[config.mk]
export PLATFORM = sky130hd
export DESIGN_NAME = oh_fifo_rdstream
export DESIGN_NICKNAME = d
export VERILOG_FILES = /design/src/rtl/oh_fifo_rdstream.sv
export SDC_FILE = /design/constraint.sdc
export NUM_CORES = 1
export LEC_CHECK = 0
export ABC_AREA = 1
export BUFFER_PORTS_ARGS = -buffer_cell sky130_fd_sc_hd__buf_4
export CAP_MARGIN = 0
export CORE_AREA = 2 2 147 149
export DETAILED_ROUTE_END_ITERATION = 10
export DIE_AREA = 0 0 149 151
export PLACE_DENSITY = 0.75
export SLEW_MARGIN = 20
export SYNTH_ARGS = -nofsm -noshare
export SYNTH_HDL_FRONTEND = slang
export SYNTH_SLANG_ARGS = --single-unit
export TNS_END_PERCENT = 1
[constraint.sdc]
create_clock -name clk -period 6.4 [get_ports clk]
set_input_delay 0.64 -clock clk [delete_from_list [all_inputs] [get_ports clk]]
set_output_delay 0.64 -clock clk [all_outputs]
set_load 0.05 [all_outputs]
[src/rtl/oh_fifo_rdstream.sv]
// oh_fifo_rdstream: drains a FIFO read port into a valid/ready stream through a small skid buffer
//   clk, reset             read-domain clock, asynchronous active-high reset
//   fifo_empty, fifo_rd_en FIFO read handshake; fifo_dout is valid the cycle after fifo_rd_en
//   flush                  synchronous discard of buffered and in-flight data
//   out_valid/out_ready    downstream handshake, out_data is the oldest buffered word
//   xfer_count             accepted-word counter, wraps silently
module oh_fifo_rdstream #(
    parameter int DW  = 104,
    parameter int BUF = 2,
    parameter int CW  = 16
) (
    input  logic          clk,
    input  logic          reset,
    input  logic          fifo_empty,
    output logic          fifo_rd_en,
    input  logic [DW-1:0] fifo_dout,
    input  logic          flush,
    output logic          out_valid,
    input  logic          out_ready,
    output logic [DW-1:0] out_data,
    output logic [CW-1:0] xfer_count
);
    localparam int PW  = BUF > 1 ? $clog2(BUF) : 1;
    localparam int CNW = $clog2(BUF + 1);
    localparam int NW  = CNW + 1;
    logic [CNW-1:0] cnt_q, cnt_d;
    logic [PW-1:0]  wptr_q, wptr_d, rptr_q, rptr_d;
    logic [CW-1:0]  xfer_q, xfer_d;
    logic           infl_q, drop_q, drop_d;
    logic [DW-1:0]  mem_q [BUF];
    logic           pop, cap;
    logic [NW-1:0]  occ;

    function automatic logic [PW-1:0] nxt(input logic [PW-1:0] p);
        return (p == PW'(BUF - 1)) ? '0 : p + 1'b1;
    endfunction

    assign out_valid  = cnt_q != '0;
    assign out_data   = mem_q[rptr_q];
    assign xfer_count = xfer_q;

    always_comb begin
        pop        = out_valid & out_ready;
        // occupancy seen by a new read: buffered + in flight, minus the word leaving now
        occ        = NW'(cnt_q) + NW'(infl_q) - NW'(pop);
        fifo_rd_en = ~reset & ~flush & ~fifo_empty & (occ < NW'(BUF));
        // a word arriving during a flush belongs to the discarded stream
        cap        = infl_q & ~drop_q & ~flush;
        cnt_d      = flush ? '0 : cnt_q + CNW'(cap) - CNW'(pop);
        wptr_d     = flush ? '0 : cap ? nxt(wptr_q) : wptr_q;
        rptr_d     = flush ? '0 : pop ? nxt(rptr_q) : rptr_q;
        drop_d     = flush & infl_q;
        xfer_d     = xfer_q + CW'(pop);
    end

    always_ff @(posedge clk or posedge reset) begin
        if (reset) begin
            cnt_q  <= '0;
            wptr_q <= '0;
            rptr_q <= '0;
            infl_q <= 1'b0;
            drop_q <= 1'b0;
            xfer_q <= '0;
            for (int i = 0; i < BUF; i++) mem_q[i] <= '0;
        end else begin
            cnt_q  <= cnt_d;
            wptr_q <= wptr_d;
            rptr_q <= rptr_d;
            infl_q <= fifo_rd_en;
            drop_q <= drop_d;
            xfer_q <= xfer_d;
            if (cap) mem_q[wptr_q] <= fifo_dout;
        end
    end
endmodule

======== Word level (Yosys, flattened, before mapping) ========
Cells that the tools add are included.
word-level totals
  flip-flop bits (word level) ............. 230
  input port bits ......................... 109
  output and inout port bits .............. 122
operators by class
  $add $sub $neg .......................... 7
  magnitude comparators ................... 4
  muxes and demuxes ....................... 13
  bitwise operators ....................... 13
  reductions and logical operators ........ 4
operators by type and width
  cell                   count
  $mux W104              4
  $bwmux W208            1
  $demux W104 S1         1
  $add A16 B1 Y16        1
  $and A1 B1 Y1          7
  $mux W1                6
  $reduce_bool A2 Y1     3
  $ge A2 B2 Y1 const B   2
  $not A1 Y1             4
  $not A1 Y2             2
  $add A2 B1 Y3          1
  $lt A3 B2 Y1 const B   1
  $sub A3 B1 Y3          1
  $add A1 B1 Y1 const B  2
  $add A2 B1 Y2          1
  $lt A2 B1 Y1 const B   1
  $mux W2                1
  $sub A2 B1 Y2          1
  $logic_and A1 B1 Y1    1

======== Logic depth before layout (Yosys ltp) ========
Gate-level depths: netlist of the first run.
  depth in word-level cells ............... 6
  depth in mapped cells ................... 12

======== Least setup slack after synthesis of the first run ========
Ideal clock, no wire load.
  path type ............................... register -> output
  start point ............................. register cnt_q[1]
  end point ............................... output fifo_rd_en
  arrival time ............................ 3.401 ns
  required time ........................... 5.760 ns
  path slack .............................. 2.359 ns
  cell stages (with the launch flop) ...... 9
  buffers on the path ..................... 0
  path through ............................ dfrtp_1 inv_1 nand2_1 nand2_1 nor2_1 o21ai_0 fa_1 nand2_1 nor4_1
between the ends
  cells in the longest elaborated chain, start to end .. 5
  elaborated cells on any way between the ends .. 6
ends and longest elaborated chain
  element                 RTL line  RTL
  from (decl)             26        logic [CNW-1:0] cnt_q, cnt_d;
  from (signal assigned)  66        cnt_q <= cnt_d;
  $reduce_bool A2 Y1      38        assign out_valid = cnt_q != '0;
  via out_valid           18        output logic out_valid,
  $and A1 B1 Y1           43        pop = out_valid & out_ready;
  $sub A3 B1 Y3           45        occ = NW'(cnt_q) + NW'(infl_q) - NW'(pop);
  $lt A3 B2 Y1            46        fifo_rd_en = ~reset & ~flush & ~fifo_empty & (occ < NW'(BUF));
  $and A1 B1 Y1           46
  to (decl)               15        output logic fifo_rd_en,
The timed path passes the listed nets, and every way through them passes these cells.

======== Final worst setup path of the first run ========
  start point ............................. register rptr_q
  end point ............................... output out_data[68]
between the ends
  cells in the longest elaborated chain, start to end .. 4
ends and longest elaborated chain
  element                                        RTL line  RTL
  from (decl)                                    27        logic [PW-1:0] wptr_q, wptr_d, rptr_q, rptr_d;
  from (signal assigned)                         68        rptr_q <= rptr_d;
  $not A1 Y2 (implied by the code)               39        assign out_data = mem_q[rptr_q];
  $mux W104 (implied by the code) (3 in series)  39
  to (decl)                                      20        output logic [DW-1:0] out_data,
No other way between the ends. The select of a mux whose other input is x is not followed.

==> results of run 1 <==
layout by cell type (no fill, tap or decap), types with 2 or more instances in the layout:
cell                         netlist  final
sky130_fd_sc_hd__nor2_1           15     15
sky130_fd_sc_hd__nand2_1         559    559
sky130_fd_sc_hd__bufinv_16         0      2
sky130_fd_sc_hd__inv_1           123    122
sky130_fd_sc_hd__clkbuf_16         0     25
sky130_fd_sc_hd__ha_1              3      3
sky130_fd_sc_hd__nand3b_1          4      4
sky130_fd_sc_hd__dfrtp_1         230    229
sky130_fd_sc_hd__nand3_1           6      6
sky130_fd_sc_hd__o21ai_0         198    198
sky130_fd_sc_hd__nor3_1            2      2
sky130_fd_sc_hd__clkinvlp_4        0      4
sky130_fd_sc_hd__o21ai_2           5      5
sky130_fd_sc_hd__clkbuf_1         39      2
sky130_fd_sc_hd__xnor2_1           2      2
sky130_fd_sc_hd__clkbuf_8          0      8
sky130_fd_sc_hd__o21ai_1           8      8
sky130_fd_sc_hd__buf_4             0    235
sky130_fd_sc_hd__xor2_1            8      8
sky130_fd_sc_hd__clkinv_2          0      6
power breakdown:
group	internal [mW]	total, mW	switching, mW
Clock	0.888	1.46	0.571
Sequential	1.98	2.31	0.332
Combinational	0.874	2.94	2.07
Total	3.74	6.71	2.97
worst paths after layout:
kind,startpoint,end,slack (ps),cells past startpoint
min,reset,xfer_count[8],240,2
min reg2reg,mem_q[159],mem_q[159],480,2
max in group asynchronous,reset,rptr_q,4960,3
min in group clk,flush,cnt_q[1],310,2
max reg2reg,infl_q,mem_q[48],3880,6
max,rptr_q,out_data[68],2610,5
cell type report:
type | count | area [µm²] | area share, %
repair buffers | 237 | 1800 | 14.1
well taps | 275 | 344 | 2.70
clock buffers | 35 | 743 | 5.84
clock inverters | 10 | 108 | 0.845
flip-flops and latches | 230 | 5760 | 45.2
inverters | 125 | 474 | 3.73
multi-input cells | 818 | 3510 | 27.5
critical path, stage by stage, from the launching register on:
cell and delay (ps):
sky130_fd_sc_hd__dfrtp_4 790, sky130_fd_sc_hd__clkinv_2 860, sky130_fd_sc_hd__buf_4 580, sky130_fd_sc_hd__nand2_1 130
sky130_fd_sc_hd__nand2_1 50, sky130_fd_sc_hd__buf_4 180
Yosys cell counts, drive strengths merged:
master  count
or2         1
o21ai     211
clkbuf     39
nor3        2
a21oi       1
nand2     560
nand3       7
nand3b      4
xnor2       2
ha          3
inv       125
fa          1
dfrtp     230
nand4       1
nor2       16
xor2        8
buf        29
nor4        1
per-layer routing:
layer	vias to the layer above	wire length, µm	share of wire (%)	global-route usage (%)
met3	37	1670	7.0	3.49
li1	4198	-	-	-
met1	3840	10600	45	30.0
met5	-	0	0	0
met4	0	471	2.0	6.00
met2	282	11000	46	33.3
logic make-up after synthesis:
| group | share of synthesized area, % |
|---|---|
| AND/OR/NAND/NOR | 22.6 |
| flip-flops | 57.3 |
| AO/OA/AOI/OAI | 10.7 |
| buffers and inverters | 7.87 |
| XOR/XNOR | 0.872 |
| adder cells (fa/ha/maj) | 0.573 |
through the flow:
| step | setup slack, ps | cell area, µm² | std cells |
|---|---|---|---|
| floorplan | 2360 | 10000 | 1241 |
| global placement | 3040 | 11900 | 1685 |
| detailed placement | 3020 | 11900 | 1685 |
| CTS | 2480 | 12700 | 1730 |
| global route | 2280 | 12700 | 1730 |
| finish | 2610 | 12700 | 1730 |
flip-flops by register name, summed over array words and instances, names as in the netlist:
name,cells
xfer_count,16
cnt_q,2
infl_q,1
drop_q,1
wptr_q,1
mem_q,208
rptr_q,1
==> run metrics, run 1 <==
total clock sinks 230; Hold WS 244 ps; Netlist Area Pre-Place 10,000 µm²; Worst-path clk slew 60 ps; First DRT Iteration DRCs 480; setup repair after global routing missed its margin no; wire length of the first global-routing pass 38.7 mm; fill cell total of the finished layout 1,847; DRT Pass-1 Iters 5; maximum number of pins on one net before global-route repair 116; vias in the first global route 7,907; CTS Buf Count 25; worst setup skew after layout 8.57 ps; DR WL/cell 13.7 µm; overall die area 22,500 µm²; std cell rows 53; aggregate global routing overflow 0; setup-violating endpoint count in the final report 0; outcome finished clean; critical path data arrival time 3150 ps; Placer Congestion 0.785; Total Nets Final 1,550; vertical die dimension 151 µm; Post-Synthesis Mean Instance Area 8.09 µm²; Synth Instances 1,241; die outline width 149 µm; worst setup path class reg -> out; post-synthesis cell type with the largest combined area sky130_fd_sc_hd__dfrtp_1; minimum period implied by the final worst setup slack 3790 ps; ranking of synthesized cells by area sky130_fd_sc_hd__dfrtp_1 57%, sky130_fd_sc_hd__nand2_1 21%, sky130_fd_sc_hd__o21ai_0 9.9%; sequential fraction of the synthesis area 57.3%; wirelength, routed 23.7 mm; I/O pin count 231; cell area power density 527 nW/µm²; category of the worst setup path capture point output pin; Worst IR Drop VDD 0.000351 V; post-CTS sizing 0; leakage dissipation 7.06 nW; Layout Area Growth over Synthesis 26.7%; number of distinct library cell variants in the gate-level netlist after synthesis 27; highest attainable clock frequency 0.264 GHz; antenna diode count 0; Crit path required time 5760 ps; clock latency of the later-clocked register in the worst-skew pair 500 ps; final number of max-transition violations 0; share of the synthesized area in the top cell type 57.3%; maximum number of buffers from clock root to sink 3; proportion of layout cells with a drive suffix above 1 20.1%; count of hold-fix buffers inserted at cts 0; worst slew pin tran 971 ps; Tot GR Track Use 21.0%; crit share post-route 59.3%; highest fanout seen on the critical path 60; post-route total power 6.71 mW; # Max-Cap Violations 0; H-tree depth reported by CTS 1; total setup buffers inserted after CTS 0; Clock Root Buffer sky130_fd_sc_hd__clkbuf_16; Core ar. 20,800 µm²; HP Class in -> async; flop and latch count out of synthesis 230; HPWL Detailed 15.2 mm; critical path launch point type flip-flop; number of port buffers 230; setup tns final 0 ps; CTS tree built; fin util 61.1%; DRC violations left 0; relative slew slack 35.3%; Post-DRT Antenna Nets 0; vias per cell 4.83; number of antenna violations at the first check in global routing 0; Initial Util 48.2%; endpoints failing hold 0; number of vias in the routed layout 8,357; Post-Synthesis Net Count 1,354; synth warn 0
Power figures use the tool's default switching activity.
==> run 2: changes to the inputs <==
- CORE_AREA: 2 2 147 149 -> 2 2 140 142
- DIE_AREA: 0 0 149 151 -> 0 0 142 144
- PLACE_DENSITY: 0.75 -> 0.79
- clock period: 6.4 -> 3.96 ns (I/O delays scaled with it)
==> run 2 against run 1 <==
Power is 64% higher. Non-clock buffer count is 1 higher. Flip-flop and latch count stayed put. First-iteration DRC count is 25% higher. Critical path depth is 4 higher. Combinational power is 64% higher. Setup slack worse by 1600 ps.
==> run metrics, run 2 (synthesis results as in run 1) <==
outcome finished clean; setup-violating endpoint count in the final report 0; relative slew slack 32.9%; vertical die dimension 144 µm; DRT Pass-1 Iters 7; Final WS setup 957 ps; count of hold-fix buffers inserted at cts 0; post-route cell area 12,800 µm²; Top reg by flops mem_q; FF-to-FF setup slack 1760 ps; number of vias in the routed layout 8,303; CTS tree built; Reg power frac 33.4%; CTS Buf Count 24; antenna diode count 0; Tot GR Track Use 22.3%; cell area power density 862 nW/µm²; area occupied by multi-input gates 3510 µm²; maximum number of buffers from clock root to sink 3; total setup buffers inserted after CTS 0; Core ar. 19,100 µm²; worst setup path class reg -> out; Sw Ratio 43.5%; number of port buffers 230; wirelength, routed 23.1 mm; Total Nets Final 1,550; leakage dissipation 7.11 nW; Initial Util 52.6%; proportion of layout cells with a drive suffix above 1 20.1%; endpoints failing hold 0; First DRT Iteration DRCs 598; post-CTS sizing 0; HP Class in -> reg; minimum period implied by the final worst setup slack 3000 ps; category of the worst setup path capture point output pin; clock latency of the later-clocked register in the worst-skew pair 510 ps; end point of the critical path fifo_rd_en; net switching component of the power 4.79 mW; combined flip-flop and latch cell area 5760 µm²; R2R depth 6; critical register-to-register path endpoint mem_q[127]; HPWL Detailed 14.3 mm; Clk network pwr share 22.9%; highest attainable clock frequency 0.333 GHz; total clock sinks 230; die outline width 142 µm; startpoint of the most critical setup path cnt_q[1]; worst setup skew after layout 17.1 ps; vias in the first global route 7,820; setup repair after global routing missed its margin no; most frequent cells in the layout 559 x sky130_fd_sc_hd__nand2_1, 234 x sky130_fd_sc_hd__buf_4, 229 x sky130_fd_sc_hd__dfrtp_1, 198 x sky130_fd_sc_hd__o21ai_0, 122 x sky130_fd_sc_hd__inv_1; crit share post-route 75.8%; P_int 6.23 mW; fill cell total of the finished layout 1,539; # Max-Cap Violations 0; Placer Congestion 0.826; Crit path required time 3560 ps; share of total power in combinational logic 43.7%; Largest register FFs 208; H-tree depth reported by CTS 1; worst setup slack after placement 1420 ps; final standard cell count with taps included and fillers excluded 1,692; most common library cell in the layout ignoring fill and taps sky130_fd_sc_hd__nand2_1; Worst-path clk slew 60 ps; Layout Area Growth over Synthesis 27.2%; aggregate global routing overflow 0; post-placement cell count 1,649; overall die area 20,400 µm²; std cell rows 51; reg2reg start infl_q; critical path data arrival time 2610 ps; number of antenna violations at the first check in global routing 0; Clock Root Buffer sky130_fd_sc_hd__clkbuf_16; maximum number of pins on one net before global-route repair 118; I/O pin count 231; DRC violations left 0; wire length of the first global-routing pass 37.6 mm; Worst IR Drop VDD 0.000562 V; DR WL/cell 13.6 µm; final number of max-transition violations 0; worst slew pin tran 1010 ps; setup tns final 0 ps; Post-DRT Antenna Nets 0; Cell Area, Placed 11,900 µm²; critical path launch point type flip-flop; highest fanout seen on the critical path 4; vias per cell 4.91; Worst Hold Launch fifo_empty
==> run 2: changes by cell type in the layout (fill, tap and decap cells not counted) <==
cell                         delta
sky130_fd_sc_hd__buf_4          -1
sky130_fd_sc_hd__bufinv_16      +4
sky130_fd_sc_hd__buf_12         +3
sky130_fd_sc_hd__buf_6          -1
sky130_fd_sc_hd__clkinvlp_4     -2
sky130_fd_sc_hd__clkbuf_8       -4
==> run 2: per-stage QoR <==
stage          hold WS (ps)  utilization, %  power [mW]
6_report               57.3            67.0        11.0
5_1_grt                48.4            67.0        11.6
3_3_place_gp            465            62.2        8.42
4_1_cts                39.7            67.0        11.1
3_5_place_dp            472            62.2        8.54
2_1_floorplan           453               -        7.06
==> run 2: power by group through the flow <==
stage          sequential [mW]  combinational, mW  clock (mW)
4_1_cts                   3.68               4.85        2.57
3_3_place_gp              3.67               4.75           0
2_1_floorplan             3.64               3.42           0
3_5_place_dp              3.71               4.83           0
6_report                  3.68               4.81        2.52
5_1_grt                   3.79               5.20        2.66
==> run 2: worst min path at each step <==
stage	end	cells past startpoint
after global routing	infl_q	2
after detailed placement	mem_q[160]	2
after global placement	mem_q[113]	2
after CTS	infl_q	2
final	infl_q	2
after floorplan	mem_q[0]	2
==> run 2: area by class of cell <==
type / instances / share of cell area, %
timing repair buffer: 238 / 14.4
inverter: 125 / 3.71
clock buffer: 31 / 5.39
tap: 238 / 2.33
multi-input combinational: 818 / 27.4
clock inverter: 12 / 1.67
sequential: 230 / 45.1
==> run 2: worst max-delay path, cell delays in order, from the launching register on <==
cell                      delay [ps]
sky130_fd_sc_hd__dfrtp_1         450
sky130_fd_sc_hd__inv_1            60
sky130_fd_sc_hd__nand2_1          90
sky130_fd_sc_hd__nand2_1         100
sky130_fd_sc_hd__nor2_1          170
sky130_fd_sc_hd__o21ai_0         140
sky130_fd_sc_hd__fa_1            500
sky130_fd_sc_hd__nand2_1          50
sky130_fd_sc_hd__nor4_1          280
sky130_fd_sc_hd__buf_4           260
==> run 2: layer usage <==
| layer | wire (µm) | track usage (%) | share of wire, % | vias up |
|---|---|---|---|---|
| li1 | - | - | - | 4197 |
| met1 | 10000 | 30.5 | 43 | 3854 |
| met2 | 10900 | 35.9 | 47 | 219 |
| met3 | 1730 | 6.16 | 7.5 | 33 |
| met4 | 386 | 5.16 | 1.7 | 0 |
| met5 | 0 | 0 | 0 | - |
